===== config.mk =====
export PLATFORM = sky130hd
export DESIGN_NAME = fwft_fifo_prog
export DESIGN_NICKNAME = d
export VERILOG_FILES = /design/src/rtl/fifo_pkg.sv /design/src/rtl/fwft_fifo_ctrl.sv /design/src/rtl/fwft_fifo_prog.sv
export SDC_FILE = /design/constraint.sdc
export NUM_CORES = 1
export LEC_CHECK = 0
export CAP_MARGIN = 20
export CORE_AREA = 5 5 79 96
export DETAILED_ROUTE_END_ITERATION = 8
export DIE_AREA = 0 0 84 101
export PLACE_DENSITY_LB_ADDON = 0.15
export SYNTH_ARGS = -nofsm -noshare
export SYNTH_HDL_FRONTEND = slang
export SYNTH_SLANG_ARGS = --single-unit

===== constraint.sdc =====
create_clock -name clk -period 3.55 [get_ports clk]
set_input_delay 0.355 -clock clk [delete_from_list [all_inputs] [get_ports clk]]
set_output_delay 0.355 -clock clk [all_outputs]
set_load 0.02 [all_outputs]

===== src/rtl/fifo_pkg.sv =====
// Shared FIFO types: status flag bundle and depth helper used by FIFOs across the codebase.
package fifo_pkg;

  typedef struct packed {
    logic full;
    logic almost_full;
    logic empty;
    logic almost_empty;
  } fifo_status_t;

  localparam fifo_status_t FIFO_STATUS_RESET = '{
    full:         1'b0,
    almost_full:  1'b0,
    empty:        1'b1,
    almost_empty: 1'b1
  };

  function automatic int unsigned fifo_depth(input int unsigned awidth);
    return 32'(1) << awidth;
  endfunction

endpackage


===== src/rtl/fwft_fifo_ctrl.sv =====
// FWFT FIFO control: accept logic, pointers, occupancy count, registered flags and sticky errors.
module fwft_fifo_ctrl
  import fifo_pkg::*;
#(
  parameter int unsigned AWIDTH = 2
) (
  input  logic              clk,
  input  logic              res,
  input  logic              write,
  input  logic              read,
  input  logic              flush,
  input  logic              err_clear,
  input  logic [AWIDTH:0]   prog_full_thresh,
  input  logic [AWIDTH:0]   prog_empty_thresh,
  output logic              wr_acc,
  output logic              rd_acc,
  output logic              bypass,
  output logic [AWIDTH-1:0] wr_ptr,
  output logic [AWIDTH-1:0] rd_ptr,
  output logic [AWIDTH:0]   data_count,
  output fifo_status_t      status,
  output logic              overflow,
  output logic              underflow
);

  localparam int unsigned DEPTH = fifo_depth(AWIDTH);
  localparam int unsigned CW    = AWIDTH + 1;

  logic [CW-1:0]     count_nxt;
  logic [AWIDTH-1:0] wr_ptr_nxt;
  logic [AWIDTH-1:0] rd_ptr_nxt;
  fifo_status_t      status_nxt;
  logic              overflow_nxt;
  logic              underflow_nxt;

  // Next-state: flush discards the cycle's requests, so they are gated out of accept.
  always_comb begin
    wr_acc     = write && !status.full && !flush;
    rd_acc     = read && !status.empty && !flush;
    bypass     = wr_acc && ((data_count == '0) || (rd_acc && (data_count == CW'(1))));
    count_nxt  = data_count;
    wr_ptr_nxt = wr_ptr;
    rd_ptr_nxt = rd_ptr;

    if (flush) begin
      count_nxt  = '0;
      wr_ptr_nxt = '0;
      rd_ptr_nxt = '0;
    end else begin
      if (wr_acc && !rd_acc) begin
        count_nxt = data_count + CW'(1);
      end else if (rd_acc && !wr_acc) begin
        count_nxt = data_count - CW'(1);
      end
      if (wr_acc && !bypass) begin
        wr_ptr_nxt = wr_ptr + AWIDTH'(1);
      end
      // Memory holds words behind the head only when more than one is occupied.
      if (rd_acc && (data_count > CW'(1))) begin
        rd_ptr_nxt = rd_ptr + AWIDTH'(1);
      end
    end

    status_nxt.full         = (count_nxt == CW'(DEPTH));
    status_nxt.almost_full  = (prog_full_thresh != '0) && (count_nxt >= prog_full_thresh);
    status_nxt.empty        = (count_nxt == '0);
    status_nxt.almost_empty = (count_nxt <= prog_empty_thresh);

    overflow_nxt  = (write && status.full && !flush) || (overflow && !err_clear);
    underflow_nxt = (read && status.empty && !flush) || (underflow && !err_clear);
  end

  always_ff @(posedge clk) begin
    if (res) begin
      data_count <= '0;
      wr_ptr     <= '0;
      rd_ptr     <= '0;
      status     <= FIFO_STATUS_RESET;
      overflow   <= 1'b0;
      underflow  <= 1'b0;
    end else begin
      data_count <= count_nxt;
      wr_ptr     <= wr_ptr_nxt;
      rd_ptr     <= rd_ptr_nxt;
      status     <= status_nxt;
      overflow   <= overflow_nxt;
      underflow  <= underflow_nxt;
    end
  end

endmodule


===== src/rtl/fwft_fifo_prog.sv =====
// First-word-fall-through FIFO with programmable thresholds, flush and sticky errors.
module fwft_fifo_prog
  import fifo_pkg::*;
#(
  parameter int unsigned AWIDTH = 2,
  parameter int unsigned DWIDTH = 8
) (
  input  logic              clk,
  input  logic              res,
  input  logic              write,
  input  logic [DWIDTH-1:0] data_in,
  input  logic              read,
  output logic [DWIDTH-1:0] data_out,
  input  logic              flush,
  input  logic              err_clear,
  input  logic [AWIDTH:0]   prog_full_thresh,
  input  logic [AWIDTH:0]   prog_empty_thresh,
  output logic              full,
  output logic              almost_full,
  output logic              empty,
  output logic              almost_empty,
  output logic              overflow,
  output logic              underflow,
  output logic [AWIDTH:0]   data_count
);

  localparam int unsigned DEPTH = fifo_depth(AWIDTH);
  localparam int unsigned CW    = AWIDTH + 1;

  logic              wr_acc;
  logic              rd_acc;
  logic              bypass;
  logic [AWIDTH-1:0] wr_ptr;
  logic [AWIDTH-1:0] rd_ptr;
  fifo_status_t      status;
  logic [DWIDTH-1:0] mem [DEPTH];

  fwft_fifo_ctrl #(.AWIDTH(AWIDTH)) u_ctrl (
    .clk               (clk),
    .res               (res),
    .write             (write),
    .read              (read),
    .flush             (flush),
    .err_clear         (err_clear),
    .prog_full_thresh  (prog_full_thresh),
    .prog_empty_thresh (prog_empty_thresh),
    .wr_acc            (wr_acc),
    .rd_acc            (rd_acc),
    .bypass            (bypass),
    .wr_ptr            (wr_ptr),
    .rd_ptr            (rd_ptr),
    .data_count        (data_count),
    .status            (status),
    .overflow          (overflow),
    .underflow         (underflow)
  );

  assign full         = status.full;
  assign almost_full  = status.almost_full;
  assign empty        = status.empty;
  assign almost_empty = status.almost_empty;

  // Storage behind the head word; contents need no reset.
  always_ff @(posedge clk) begin
    if (wr_acc && !bypass) begin
      mem[wr_ptr] <= data_in;
    end
  end

  // Head register: bypass from the input or refill from memory on a pop.
  always_ff @(posedge clk) begin
    if (res) begin
      data_out <= '0;
    end else if (bypass) begin
      data_out <= data_in;
    end else if (rd_acc && (data_count > CW'(1))) begin
      data_out <= mem[rd_ptr];
    end
  end

endmodule


==> run metrics <==
CP Data Arrival Time 2870 ps; # fillers 618; r2r setup slk 1170 ps; EDFF count, synth 32; Worst Hold Class flop to flop; top_reg_cell synth edfxtp_1; critical path endpoint category flop; Root Buffer clkbuf_8; Core Area 6606 sq um; Seq cells post-synth 55; share of flip-flops with an asynchronous set or reset 0%; Clock Latency Late Sink 300 ps; syn nets 222; vias 1571; slowest stage delay, CP 630 ps; post-route design area 3063 sq um; synthesized netlist cell count 188; Syn Std Cell Area 2551 sq um; initial antenna violation count 0; row count 33; Routed wire per std cell 15.63 um; critical path class input port to flop; H-tree levels 2; global placer's final weighted congestion 0.7845; most frequent cells in the layout clkdlybuf4s50_1, edfxtp_1, dfxtp_1; Clock Pin Slew Worst Setup and Hold Paths 80 ps; mean post-synth cell area 13.57 sq um; Slew @ Worst Pin 707.5 ps; Die H 101 um; Seq/Total Area, Yosys 55.71%; Crit path depth 9; cell leakage power 0.001107 uW; placed instance area 2982 sq um; CP max stage cell clkdlybuf4s50_1; DR vias/cell 5.035; Final TNS setup 0 ps; placed cells 304; PwrDens 380.2 nW/um^2; clock sink total 55; IO Port Bufs 36; Setup crit start kind input port; die area 8484 sq um; Synth warnings 0; FF+latch area 1421 sq um; layout cells sized above 1 13.33%; DP HPWL 3.522 mm; Setup-failing EPs final 0; period utilization 74.47%; Slew headroom 52.83%; Worst Path Required 3780 ps; Non-Filler Instances 312; Ports 37; total global routing track utilization 12.84%; CP cell instances clkdlybuf4s50_1 -> or3b_1 -> maj3_1 -> nor2_1 -> nor3_1 -> ha_1 -> nor2b_1 -> o21a_1 -> o21ai_0; CTS Hold Bufs 0; DR iter-0 viols 105; crit path time final 2644 ps; GRT Residual Overflow 0; Die Wd 84 um; max-slew violations 0; Worst Setup EP u_ctrl.status[0]; footprint of the multi-input gates 1042 sq um; clk_skew 7.417 ps; outcome finished clean; largest net degree at the start of global routing 17; post-CTS setup repair buffer count 0; Max Fclk 0.3783 GHz; max_cap viols 0; Resized cells post-CTS 0; Pre-Repair DR Iteration Count 4; kind of cell adding the most delay to the critical path simple AND/OR/NAND/NOR gates; commonest non-fill, non-tap cell in the layout clkdlybuf4s50_1; Initial Util 38.62%; Buf/Inv on CP 1; hold slack 474.3 ps; ANT nets after route 0; diode count 0; Synth-to-Final Area Change 20.06%; drc violations 0; R2R Path Start u_ctrl.data_count[0]; Worst Reg-to-Reg Cells 8; Total Wirelength 4.878 mm; Clock Path Buffers 2; worst slack, placed 616.3 ps; vias in the first global route 1661; Final WS setup 906.5 ps; worst r2r dst u_ctrl.status[0]; first-pass GRT wire length 8.535 mm; Hold Violations, Final 0; Worst Setup SP flush; critical path fanouts, max 12; CTS Buf Count 5; maximum vdd ir drop 163.0 uV; RSZ-0062 raised after global routing false; nets 258; Unique masters post-synth 44; CTS tree yes
-- flip-flops by register name, summed over array words and instances, names as in the netlist, named ones only --
register           cells
u_ctrl.data_count      3
u_ctrl.rd_ptr          2
u_ctrl.status          4
u_ctrl.underflow       1
mem                   32
data_out               8
u_ctrl.wr_ptr          2
u_ctrl.overflow        1
-- stage by stage --
step	utilization [%]	total power (uW)
2_1_floorplan	-	794.9
3_3_place_gp	45.13	859.7
3_5_place_dp	45.13	859.6
4_1_cts	46.36	1186
5_1_grt	46.36	1223
6_report	46.36	1164
-- final cells by class --
class	count	share of cell area, %
Tap cell	87	3.554
Sequential cell	55	46.41
Clock buffer	6	2.369
Multi-Input combinational cell	115	34.03
Inverter	9	1.103
Clock inverter	2	0.2859
Timing Repair Buffer	38	12.25
-- worst min path at each step --
stage	slack, ps	to	depth (start not counted)	from
global placement	460	u_ctrl.overflow	2	u_ctrl.overflow
detailed placement	460	u_ctrl.overflow	2	u_ctrl.overflow
finish	470	u_ctrl.overflow	2	u_ctrl.overflow
CTS	470	u_ctrl.overflow	2	u_ctrl.overflow
floorplan	430	u_ctrl.status[3]	1	res
global route	500	u_ctrl.overflow	2	u_ctrl.overflow
-- cell usage after synthesis, types with 2 or more instances --
| library cell | number | area share (%) |
|---|---|---|
| ha_1 | 14 | 6.9 |
| a21o_1 | 3 | 0.88 |
| nor2b_1 | 2 | 0.49 |
| mux4_2 | 8 | 7.1 |
| nand2b_1 | 4 | 0.98 |
| nor3_1 | 4 | 0.78 |
| inv_1 | 9 | 1.3 |
| edfxtp_1 | 32 | 38 |
| nand3b_1 | 2 | 0.59 |
| a21oi_1 | 9 | 1.8 |
| mux2i_1 | 9 | 3.5 |
| nor4_1 | 2 | 0.49 |
| nand3_1 | 4 | 0.78 |
| and3_1 | 4 | 0.98 |
| xnor2_1 | 2 | 0.69 |
| a211oi_2 | 8 | 3.9 |
| buf_2 | 4 | 0.78 |
| buf_6 | 2 | 0.88 |
| o21ai_0 | 3 | 0.59 |
| nor2_1 | 14 | 2.1 |
| dfxtp_1 | 23 | 18 |
| or3b_1 | 2 | 0.69 |
| buf_1 | 2 | 0.29 |
| xor2_1 | 2 | 0.69 |
-- per-layer routing --
metal  up-vias  routed length (um)  track usage (%)
met2        33                2599            22.78
met3         4                 210            2.862
met5         -                   0                0
li1        776                   -                -
met1       758                2056            15.52
met4         0                  11            4.084
-- power breakdown --
part           leakage [uW]  internal, uW  switching, uW  total, uW
clock network     0.0000426           136            185        321
registers          0.000475           687           8.86        695
logic              0.000589          73.3           74.3        148
total               0.00111           896            268       1160
-- kinds of logic (layout without fill, tap and decap cells) --
| group | Yosys count | after routing | synth area share [%] |
|---|---|---|---|
| flops | 55 | 55 | 55.71 |
| simple gates | 48 | 48 | 11.77 |
| xor+xnor | 4 | 4 | 1.373 |
| fa+ha+maj | 15 | 15 | 7.259 |
| compound gates | 31 | 31 | 9.858 |
| mux | 17 | 17 | 10.59 |
| buf+inv | 18 | 55 | 3.433 |
-- worst min-delay path, stage by stage (launching register included) --
cell and delay [ps]:
dfxtp_1 320, nand2b_1 70, a21oi_1 50
No activity file was read; power rests on OpenSTA's default activity.
